--- config.mk ---
export PLATFORM = sky130hd
export DESIGN_NAME = genie_mem_responder
export DESIGN_NICKNAME = d
export VERILOG_FILES = /design/src/rtl/genie_mem_responder.sv
export SDC_FILE = /design/constraint.sdc
export NUM_CORES = 1
export LEC_CHECK = 0
export CAP_MARGIN = 30
export CORE_MARGIN = 2
export CORE_UTILIZATION = 36
export CTS_BUF_LIST = sky130_fd_sc_hd__clkbuf_4
export CTS_CLUSTER_DIAMETER = 100
export DETAILED_ROUTE_END_ITERATION = 8
export GPL_TIMING_DRIVEN = 0
export PLACE_DENSITY_LB_ADDON = 0.15
export SLEW_MARGIN = 40
export SYNTH_ARGS = -nofsm -noshare
export SYNTH_HDL_FRONTEND = slang
export SYNTH_SLANG_ARGS = --single-unit
--- constraint.sdc ---
create_clock -name clk -period 1.6 [get_ports clk]
set_input_delay 0.4 -clock clk [delete_from_list [all_inputs] [get_ports clk]]
set_output_delay 0.4 -clock clk [all_outputs]
set_load 0.1 [all_outputs]
--- src/rtl/genie_mem_responder.sv ---
// rtl/genie_mem_responder.sv - one-request-at-a-time responder fronting a synchronous single-port word SRAM
module genie_mem_responder #(
  parameter int ADDR_W = 16,
  parameter int RD_LAT = 2,
  parameter int WR_LAT = 1
) (
  input  logic              clk,
  input  logic              rst_n,
  input  logic              wvalid,
  output logic              wready,
  input  logic [25:0]       waddr,
  input  logic [31:0]       wdata,
  input  logic              rvalid,
  output logic              rready,
  input  logic [25:0]       raddr,
  output logic [31:0]       rdata,
  output logic              mem_en,
  output logic              mem_we,
  output logic [ADDR_W-1:0] mem_addr,
  output logic [31:0]       mem_wdata,
  input  logic [31:0]       mem_rdata,
  output logic              oob_err
);

  typedef enum logic [2:0] {IDLE, RD_WAIT, RD_RESP, WR_WAIT, WR_RESP, GAP} state_t;

  // Address bits above the implemented depth; any set bit marks an out-of-range request.
  localparam logic [25:0] HI_MASK = ~26'((27'd1 << ADDR_W) - 27'd1);
  localparam logic [3:0]  RD_CNT  = 4'(RD_LAT - 1);
  localparam logic [3:0]  WR_CNT  = 4'(WR_LAT - 1);

  state_t      state;
  logic [3:0]  cnt;
  logic        rd_oob;
  logic        rd_p1;
  logic        rd_cap;
  logic [31:0] rd_hold;
  logic        w_oob;
  logic        r_oob;
  logic [31:0] rd_data_in;

  assign w_oob      = |(waddr & HI_MASK);
  assign r_oob      = |(raddr & HI_MASK);
  assign rd_data_in = rd_oob ? 32'h0 : mem_rdata;

  // SRAM data lands in the cycle after mem_en; pass it straight through then, otherwise show the held copy.
  assign rdata = rd_cap ? rd_data_in : rd_hold;

  always_ff @(posedge clk or negedge rst_n) begin
    if (!rst_n) begin
      state     <= IDLE;
      cnt       <= 4'd0;
      wready    <= 1'b0;
      rready    <= 1'b0;
      mem_en    <= 1'b0;
      mem_we    <= 1'b0;
      mem_addr  <= '0;
      mem_wdata <= 32'h0;
      oob_err   <= 1'b0;
      rd_oob    <= 1'b0;
      rd_p1     <= 1'b0;
      rd_cap    <= 1'b0;
      rd_hold   <= 32'h0;
    end else begin
      mem_en <= 1'b0;
      mem_we <= 1'b0;
      wready <= 1'b0;
      rready <= 1'b0;
      rd_p1  <= 1'b0;
      rd_cap <= rd_p1;
      if (rd_cap) rd_hold <= rd_data_in;

      case (state)
        IDLE: begin
          if (wvalid) begin
            mem_en    <= ~w_oob;
            mem_we    <= ~w_oob;
            mem_addr  <= waddr[ADDR_W-1:0];
            mem_wdata <= wdata;
            if (w_oob) oob_err <= 1'b1;
            if (WR_LAT == 1) begin
              state  <= WR_RESP;
              wready <= 1'b1;
            end else begin
              state <= WR_WAIT;
              cnt   <= WR_CNT;
            end
          end else if (rvalid) begin
            mem_en   <= ~r_oob;
            mem_addr <= raddr[ADDR_W-1:0];
            rd_oob   <= r_oob;
            rd_p1    <= 1'b1;
            if (r_oob) oob_err <= 1'b1;
            if (RD_LAT == 1) begin
              state  <= RD_RESP;
              rready <= 1'b1;
            end else begin
              state <= RD_WAIT;
              cnt   <= RD_CNT;
            end
          end
        end
        WR_WAIT: begin
          cnt <= cnt - 4'd1;
          if (cnt == 4'd1) begin
            state  <= WR_RESP;
            wready <= 1'b1;
          end
        end
        RD_WAIT: begin
          cnt <= cnt - 4'd1;
          if (cnt == 4'd1) begin
            state  <= RD_RESP;
            rready <= 1'b1;
          end
        end
        WR_RESP, RD_RESP: state <= GAP;
        GAP:              state <= IDLE;
        default:          state <= IDLE;
      endcase
    end
  end

endmodule

### After elaboration in Yosys (flattened, before gate mapping)

Cells that the tools add are included.

* flip-flop bits (word level): 95
* input port bits: 120
* logic and storage cells: 70

* add/subtract/negate cells: 1
* equality and inequality tests: 11
* multiplexer cells: 28
* bitwise operators: 3
* reductions and logical operators: 14

Operator list (number)
* 32-bit 2-to-1 mux: 2
* 16-bit 2-to-1 mux: 2
* 10-bit OR reduction: 2
* 1-bit 2-to-1 mux: 15
* 3-bit 2-to-1 mux: 4
* 3-bit one-hot mux with 4 select lines: 1
* 3-bit AND reduction: 3
* 4-bit 2-to-1 mux: 2
* 2-bit != test (second input constant): 4
* 4-bit one-hot mux with 2 select lines: 1
* 3-bit by 2-bit == test with 1-bit output (second input constant): 2
* 2-bit nonzero test: 3
* 4-bit by 1-bit == test with 1-bit output (second input constant): 1
* 2-bit AND reduction: 2
* 4-bit AND reduction: 1
* 2-bit OR reduction: 2
* 4-bit by 1-bit subtractor with 4-bit output (second input constant): 1
* 3-bit by 1-bit == test with 1-bit output (second input constant): 1
* 3-bit == test (second input constant): 1
* 3-bit zero test: 1
* 3-bit != test (second input constant): 1
* 1-bit inverter: 3
* 2-bit by 1-bit != test with 1-bit output (second input constant): 1
* 1-bit one-hot mux with 2 select lines: 1

### Logic depth before layout (Yosys ltp)

Gate-level depths: netlist of the first run.

* depth after elaboration: 5
* mapped depth: 6

### Worst setup path after synthesis of the first run

No wires, ideal clock.

* path type: reg-to-output
* start point: reg rd_cap
* end point: out rdata[10]
* arrival time: 2.752 ns
* setup slack: -1.552 ns
* cell stages (with the launch flop): 3
* path buffers: 1
* cell sequence: dfrtp_1 -> clkbuf_1 -> o21ai_0

* word-level cells in the longest chain between the ends: 1

RTL lines
* from (decl): line 36 `logic rd_cap;`
* from (signal assigned): line 70 `rd_cap <= rd_p1;`
* 32-bit 2-to-1 mux: line 47 `assign rdata = rd_cap ? rd_data_in : rd_hold;`
* to (decl): line 16 `output logic [31:0] rdata,`

Every way passes these cells.

### Worst setup path after layout of the first run

* start point: reg rd_cap
* end point: out rdata[1]

The elaborated chain is that of the path after synthesis.

==> results of run 1 <==
[registers in the layout (all words and copies together), names as in the netlist]
register,cells
rready,1
cnt,4
mem_en,1
rd_p1,1
rd_oob,1
mem_wdata,32
wready,1
mem_addr,16
state,3
mem_we,1
rd_cap,1
oob_err,1
rd_hold,32
[worst max-delay path by stage]
stage | end | cells after the start
after floorplan | rdata[31] | 1
after global placement | rd_cap | 1
after detailed placement | mem_addr[14] | 4
after CTS | rdata[25] | 5
after global routing | rdata[14] | 5
final | rdata[1] | 5
[synth_stat cells]
cell type	n
a221oi_1	1
or2b_1	1
and2_4	1
buf_4	2
nor2_1	6
buf_12	3
inv_1	36
o21ba_2	1
or4_1	1
a211oi_1	2
o2bb2ai_1	1
buf_6	2
or3b_2	1
mux2_2	2
a31o_1	1
nand3b_1	1
or3_1	2
nor4_1	4
nand2b_1	1
nand3_1	3
a21o_1	1
nand2_1	34
mux2i_1	16
nor2b_1	1
ha_1	2
buf_2	1
clkbuf_1	11
mux2_4	30
o21ai_1	11
o22a_1	1
nor3_1	2
xnor2_1	1
o21a_1	1
a21oi_1	3
o21bai_1	1
nor4b_1	1
nor3_4	1
dfrtp_1	95
o22ai_1	1
o21ai_0	58
nor3b_1	2
[cells by family (layout without fill, tap and decap cells)]
group                    Yosys count  after routing  synth area share
AO/OA/AOI/OAI                     83             83             0.110
XOR/XNOR                           1              1           0.00215
adder cells (fa/ha/maj)            2              2           0.00614
buffers and inverters             55            291            0.0684
flip-flops                        95             95             0.583
multiplexers                      48             48             0.155
AND/OR/NAND/NOR                   62             62            0.0749
[stage by stage]
stage | util | setup slack, ns | hold WS [ns]
detailed placement | 0.573 | -0.435 | 0.252
CTS | 0.661 | -0.479 | 0.338
finish | 0.671 | -0.481 | 0.366
floorplan | - | -0.104 | 0.104
global route | 0.671 | -0.563 | 0.371
global placement | 0.609 | -3.73 | 0.335
[metal layers]
metal,up-vias,GRT usage
li1,1636,-
met1,1655,0.235
met2,156,0.331
met3,13,0.0477
met4,0,0.0642
met5,-,0
[timing repair]
item	in CTS	in global routing
buffers inserted	10	3
gates cloned	2	2
pin swaps	2	1
hold endpoints to repair	24	0
gates resized for setup	193	17
hold buffers	1	0
endpoints found under the setup margin	116	61
[area by class of cell]
cell class | count | area [um^2] | share of cell area
Clock buffer | 11 | 82.6 | 0.0113
Buffer | 18 | 205 | 0.0280
Inverter | 36 | 135 | 0.0184
Clock inverter | 4 | 71.3 | 0.00972
Multi-Input combinational cell | 196 | 1810 | 0.246
Timing Repair Buffer | 222 | 2480 | 0.338
Sequential cell | 95 | 2380 | 0.324
Tap cell | 140 | 175 | 0.0239
[worst reg2reg max path: stages (launching register included)]
cell	delay, ns
dfrtp_1	0.46
nor3_4	0.21
and2_4	0.22
buf_12	0.13
buf_12	0.12
mux2_4	0.31
==> summary.md, run 1 <==
| Metric | Value |
|---|---|
| Vias/cell | `4.79` |
| WL/cell | `between 15 and 20 um` |
| Most frequent cells in the layout | `clkdlybuf4s50_1 (117), dfrtp_1 (93), buf_4 (66)` |
| # IOs | `slightly above 200` |
| Synthesized Nets | `between 400 and 500` |
| Worst Skew | `between 0.01 and 0.015 ns` |
| RePlAce Congestion | `roughly 0.76` |
| Row count | `38` |
| Final setup vio count | `32` |
| Worst-Skew Late Latency | `0.44 ns` |
| Ys Warns | `0` |
| Worst hold path class | `in -> async` |
| Wl on met1 | `4800 um` |
| Area after DPL | `approximately 6300 um^2` |
| Area of the core | `10900 um^2` |
| Sequential cell area fraction in the yosys report | `0.583` |
| Final WS setup | `-0.481 ns` |
| Max Used Layer | `met4` |
| Synthesized area | `approximately 4100 um^2` |
| Fmax | `between 400 and 500 MHz` |
| Worst rel slew slack | `0.719` |
| Share of the synthesized area in the top cell type | `0.583` |
| Final #Nets | `700` |
| R2R setup slack | `0.05 ns` |
| Mean post-synth cell area | `between 10 and 15 um^2` |
| Reg2Reg Capture Point | `mem_wdata[29]` |
| Design area | `roughly 7300 um^2` |
| Total grt overflow | `0` |
| Max Fanout on Critical Path | `10` |
| FF-to-FF Start | `state[2]` |
| ANT nets after route | `0` |
| Via Count | `between 3000 and 4000` |
| CTS tree | `done` |
| Mapped Cells | `around 350` |
| Non-filler cells, final | `about 720` |
| Netlist cell types | `41` |
| Number of global-route vias before repair | `roughly 3600` |
| Yosys reg bits | `95` |
| DRT Wirelength | `11800 um` |
| DRC viols | `0` |
| Worst path buffer plus inverter count | `2` |
| Fillers | `821` |
| Root Buffer | `clkbuf_4` |
| First-pass GRT wire length | `around 19000 um` |
| Share of cells above drive strength 1 | `0.357` |
| Slew Limit Fails | `0` |
| Clock tree sinks | `between 90 and 100` |
| Worst Setup SP | `rd_cap` |
| ANT cells | `0` |
| Crit path capture type | `output pin` |
| Worst endpoint required time | `1.20 ns` |
| MaxCap Viol Count | `0` |
| Final hold vios | `0` |
| Starting Density | `0.373` |
| Period utilisation layout | `1.30` |
| Initial DRT Pass Iterations | `4` |
| Status | `complete, but fails checks` |
| Max stage delay on crit path | `0.43 ns` |
| Slowest cell on crit path | `dfrtp_2` |
| Largest area contributor in the netlist | `dfrtp_1` |
| Die area | `12200 um^2` |
| GRT Total Usage | `0.192` |
| Worst Tran Pin Value | `a little over 0.4 ns` |
| Reg2Reg Depth | `5` |
| Critical Path, Cell by Cell | `nor2b_4 -> clkbuf_8 -> nand2_1 -> o21ai_4 -> buf_12` |
| Initial DRC count | `87` |
| TNS Setup | `-14.49 ns` |
| DP Wirelength | `a little over 8000 um` |
| Area grow syn2layout | `79.9%` |
| Clock Pin Slew Worst Setup and Hold Paths | `between 0.1 and 0.15 ns` |
| Clock Path Buffers | `2` |
| CTS H-tree depth | `3` |
| Initial antenna violation count | `0` |
| CP top delay family | `flip-flops` |
| Placed cell count | `roughly 700` |
| Crit start category | `flip-flop` |
| Met3 wire length | `just over 800 um` |
| CTS buffer count | `9` |
| Kind of critical path | `reg -> out` |
| Dominant cells by area after synthesis | `dfrtp_1 (58%), mux2_4 (11%), o21ai_0 (7.1%)` |
| Commonest non-fill, non-tap cell in the layout | `clkdlybuf4s50_1` |
| Post-layout min period | `2.08 ns` |
| IO Port Bufs | `203` |
| Die Wd | `between 100 and 150 um` |
| RSZ-0062 raised after global routing | `true` |
| Chip height | `110 um` |
| WL met2 | `5980 um` |
| CP arrival | `~1.7 ns` |
| Largest net degree at the start of global routing | `72` |
| Failing checks | `setup timing` |
Power of run 1 is left out: the tool's default activity adds up to more than one toggle a clock period on the data nets, which glitch-free logic cannot reach.
==> inputs of run 2 (changes only) <==
CORE_UTILIZATION = 30   (was 36)
SKIP_LAST_GASP = 1   (was unset)
==> summary.md, run 2 (synthesis results as in run 1) <==
| Metric | Value |
|---|---|
| Top flop regs | `mem_wdata x32, rd_hold x32, mem_addr x16` |
| RSZ-0062 raised after global routing | `true` |
| Kind of critical path | `reg -> out` |
| Clock Path Buffers | `2` |
| Area of the core | `about 13000 um^2` |
| Final hold vios | `0` |
| Crit path capture type | `output pin` |
| Crit start category | `flip-flop` |
| Starting Density | `0.308` |
| Max Fanout on Critical Path | `10` |
| Pre-CTS WS | `-0.412 ns` |
| Worst endpoint required time | `roughly 1.2 ns` |
| Commonest non-fill, non-tap cell in the layout | `clkdlybuf4s50_1` |
| Critical Path, Cell by Cell | `nor2b_4 -> clkbuf_8 -> nand2_1 -> o21ai_4 -> buf_12` |
| DP Wirelength | `8450 um` |
| Period utilisation layout | `1.30` |
| Initial DRC count | `about 120` |
| CTS buffer count | `9` |
| Via Count | `roughly 3500` |
| Final setup vio count | `between 40 and 50` |
| DRC viols | `0` |
| Clock Pin Slew Worst Setup and Hold Paths | `between 0.1 and 0.15 ns` |
| Total grt overflow | `0` |
| Fillers | `between 1000 and 1500` |
| Largest net degree at the start of global routing | `72` |
| Post-layout min period | `2.08 ns` |
| Most frequent cells in the layout | `clkdlybuf4s50_1 (117), dfrtp_1 (93), buf_4 (48)` |
| Non-filler cells, final | `760` |
| ANT cells | `0` |
| Max stage delay on crit path | `a little over 0.4 ns` |
| # IOs | `205` |
| CTS tree | `done` |
| IO Port Bufs | `about 200` |
| Worst Skew | `between 0.015 and 0.02 ns` |
| ANT nets after route | `0` |
| Design area | `approximately 7400 um^2` |
| Initial antenna violation count | `0` |
| Die area | `around 15000 um^2` |
| Worst hold path class | `in -> async` |
| Area after DPL | `between 6000 and 7000 um^2` |
| Final WS setup | `-0.483 ns` |
| MaxCap Viol Count | `0` |
| Share of cells above drive strength 1 | `0.361` |
| Die Wd | `121 um` |
| Worst-Skew Late Latency | `between 0.4 and 0.5 ns` |
| CP arrival | `1.68 ns` |
| Clock tree sinks | `95` |
| Failing checks | `setup timing` |
| CTS H-tree depth | `3` |
| DRT Wirelength | `between 10000 and 15000 um` |
| Worst rel slew slack | `0.684` |
| Fmax | `480 MHz` |
| Post-layout util | `0.559` |
| Vias/cell | `about 4.6` |
| Chip height | `around 120 um` |
| CP top delay family | `flip-flops` |
| Worst Tran Pin Value | `roughly 0.47 ns` |
| Area grow syn2layout | `81.7%` |
| Row count | `42` |
| Slowest cell on crit path | `dfrtp_2` |
| Status | `complete, but fails checks` |
| Slew Limit Fails | `0` |
| RePlAce Congestion | `about 0.77` |
| Initial DRT Pass Iterations | `4` |
| Worst path buffer plus inverter count | `2` |
| GRT Total Usage | `0.163` |
| First-pass GRT wire length | `around 18000 um` |
| WL/cell | `between 15 and 20 um` |
| Root Buffer | `clkbuf_4` |
| Final #Nets | `between 700 and 800` |
| Number of global-route vias before repair | `~3600` |
| Placed cell count | `~730` |
run 2: final timing paths:
path	startpoint	to	slack [ns]	depth (start not counted)
worst max-delay path	rd_cap	rdata[21]	-0.48	5
worst min-delay path	rst_n	rd_hold[1]	0.36	2
worst max register to register	state[1]	mem_wdata[9]	-0.02	5
worst min register to register	rd_p1	rd_cap	0.37	0
max in group asynchronous	rst_n	state[0]	0.61	3
min in group clk	rd_p1	rd_cap	0.37	0
run 2: routing by layer:
metal,vias to the layer above,track usage,share of wire
li1,1630,-,-
met1,1663,0.203,0.42
met2,157,0.269,0.48
met3,11,0.0528,0.083
met4,0,0.0545,0.014
met5,-,0,0
run 2: area by class of cell:
class	count	area, um^2	area share
flip-flops and latches	95	2380	0.321
plain buffers	18	215	0.0291
clock buffers	14	105	0.0142
repair buffers	223	2530	0.342
multi-input cells	196	1810	0.244
well taps	176	220	0.0297
clock inverters	2	8.76	0.00118
inverters	36	135	0.0182
run 2: worst register-to-register path, stage by stage (launching register included):
cell and delay, ns:
dfrtp_1 0.41, buf_6 0.13, nor3_4 0.16, and2_4 0.31, clkbuf_16 0.21, mux2_4 0.30
run 2: timing repair:
| action | in CTS | in global routing |
|---|---|---|
| endpoints found under the setup margin | 118 | 97 |
| cloned | 1 | 3 |
| resized for setup | 196 | 36 |
| hold buffers | 1 | 0 |
| setup buffers | 8 | 6 |
| hold endpoints to repair | 24 | 0 |
| pin swaps | 4 | 1 |
run 2: stage by stage:
step                      hold WS, ns  setup TNS [ns]
after CTS                       0.316          -15.45
after detailed placement        0.258          -18.57
after floorplan                 0.104           -2.32
after global routing            0.332          -19.78
after global placement          0.338         -392.35
final                           0.359          -14.54
Power of run 2 is left out for the same reason.
==> inputs of run 3 (changes only) <==
REMOVE_ABC_BUFFERS = 1   (was unset)
SKIP_CTS_REPAIR_TIMING = 1   (was unset)
==> summary.md, run 3 (synthesis results as in run 1) <==
| Metric | Value |
|---|---|
| Multi-input gate area | `1570 um^2` |
| First-pass GRT wire length | `between 15000 and 20000 um` |
| Failing checks | `setup timing` |
| CTS buffer count | `9` |
| Crit start category | `flip-flop` |
| Worst hold path class | `reg -> reg` |
| Area of the core | `about 13000 um^2` |
| GRT Total Usage | `0.138` |
| Via Count | `~3400` |
| Initial antenna violation count | `0` |
| Post-layout util | `0.532` |
| Most Frequent Cell on Critical Path | `buf_12` |
| Clock tree sinks | `95` |
| Worst Skew | `~0.018 ns` |
| Crit path capture type | `output pin` |
| Worst endpoint required time | `1.20 ns` |
| Starting Density | `0.308` |
| Sequential Area | `around 2400 um^2` |
| Area after DPL | `5830 um^2` |
| Worst rel slew slack | `0.533` |
| Chip height | `approximately 120 um` |
| Kind of critical path | `reg -> out` |
| Most frequent cells in the layout | `clkdlybuf4s50_1 (117), dfrtp_1 (91), buf_4 (54)` |
| Root Buffer | `clkbuf_4` |
| DP Wirelength | `roughly 7400 um` |
| Final #Nets | `699` |
| IO Port Bufs | `just over 200` |
| Design area | `about 7000 um^2` |
| Initial DRC count | `between 100 and 150` |
| Vias/cell | `roughly 4.5` |
| Clock Path Buffers | `2` |
| CP arrival | `around 1.8 ns` |
| Die Wd | `~120 um` |
| Share of cells above drive strength 1 | `0.361` |
| Critical Path, Cell by Cell | `nor2b_4 -> buf_12 -> clkbuf_16 -> nand2_1 -> o21ai_2 -> buf_12` |
| Die area | `~15000 um^2` |
| Largest net degree at the start of global routing | `56` |
| Hold Slack | `0.365 ns` |
| WL/cell | `between 15 and 20 um` |
| MaxCap Viol Count | `0` |
| DRC viols | `0` |
| Fillers | `around 1200` |
| Top flop regs | `mem_wdata x32, rd_hold x32, mem_addr x16` |
| Final setup vio count | `between 40 and 50` |
| Max Fanout on Critical Path | `12` |
| ANT cells | `0` |
| Slew Limit Fails | `0` |
| Max stage delay on crit path | `approximately 0.53 ns` |
| Total grt overflow | `0` |
| Row count | `42` |
| Slowest cell on crit path | `dfrtp_4` |
| Worst-Skew Late Latency | `approximately 0.44 ns` |
| Clock Pin Slew Worst Setup and Hold Paths | `approximately 0.15 ns` |
| Final hold vios | `0` |
| Status | `complete, but fails checks` |
| Number of global-route vias before repair | `approximately 3200` |
| Commonest non-fill, non-tap cell in the layout | `clkdlybuf4s50_1` |
| Post-layout min period | `between 2 and 2.5 ns` |
| RSZ-0062 raised after global routing | `true` |
| Final WS setup | `-0.582 ns` |
| CTS tree | `done` |
| ANT nets after route | `0` |
| Fmax | `458 MHz` |
| TNS Setup | `-18.95 ns` |
| Period utilisation layout | `1.36` |
| DRT Wirelength | `between 10000 and 15000 um` |
| Worst Tran Pin Value | `~0.7 ns` |
| Area grow syn2layout | `72.8%` |
| # IOs | `between 200 and 250` |
| Initial DRT Pass Iterations | `4` |
| RePlAce Congestion | `0.694` |
| CTS H-tree depth | `3` |
run 3: cell count changes in the layout (fill, tap and decap cells not counted), moves of 4 or more:
cell       change
clkbuf_4       +4
o21ai_4       -31
o21ai_2       +25
o21ai_0       +10
clkbuf_16      -4
buf_4          +6
o21ai_1        -4
run 3: worst max-delay path, delay by kind of cell, from the launching register on:
family	cells	cell delay, ns
AOI/OAI and AO/OA	1	0.09
DFF	1	0.53
buffers and inverters	3	0.49
and+or+nand+nor	2	0.23
run 3: path summary, 6_finish.rpt:
path	from	to	slack, ns	cells after the start
worst max-delay path	rd_cap	rdata[21]	-0.58	6
worst min-delay path	rd_p1	rd_cap	0.36	0
worst max register to register	state[0]	mem_wdata[14]	-0.17	5
worst min register to register	rd_p1	rd_cap	0.36	0
max in group asynchronous	rst_n	mem_wdata[28]	0.59	3
min in group asynchronous	rst_n	rd_hold[10]	0.45	2
run 3: layout make-up:
| type | count | share of cell area |
|---|---|---|
| Timing Repair Buffer | 238 | 0.368 |
| Sequential cell | 95 | 0.339 |
| Multi-Input combinational cell | 197 | 0.223 |
| Tap cell | 176 | 0.0313 |
| Inverter | 36 | 0.0192 |
| Clock inverter | 7 | 0.0103 |
| Clock buffer | 9 | 0.00959 |
run 3: stage by stage:
step | setup WS (ns) | cells
floorplan | -1.75 | 327
global placement | -3.49 | 707
detailed placement | -0.843 | 709
CTS | -1.37 | 725
global route | -0.680 | 758
finish | -0.582 | 758
run 3: metal layers:
layer | track usage | routed length [um] | vias up
li1 | - | - | 1639
met1 | 0.182 | 4880 | 1613
met2 | 0.215 | 5540 | 144
met3 | 0.0420 | 961 | 10
met4 | 0.0501 | 132 | 0
met5 | 0 | 0 | -
Power of run 3 is left out for the same reason.
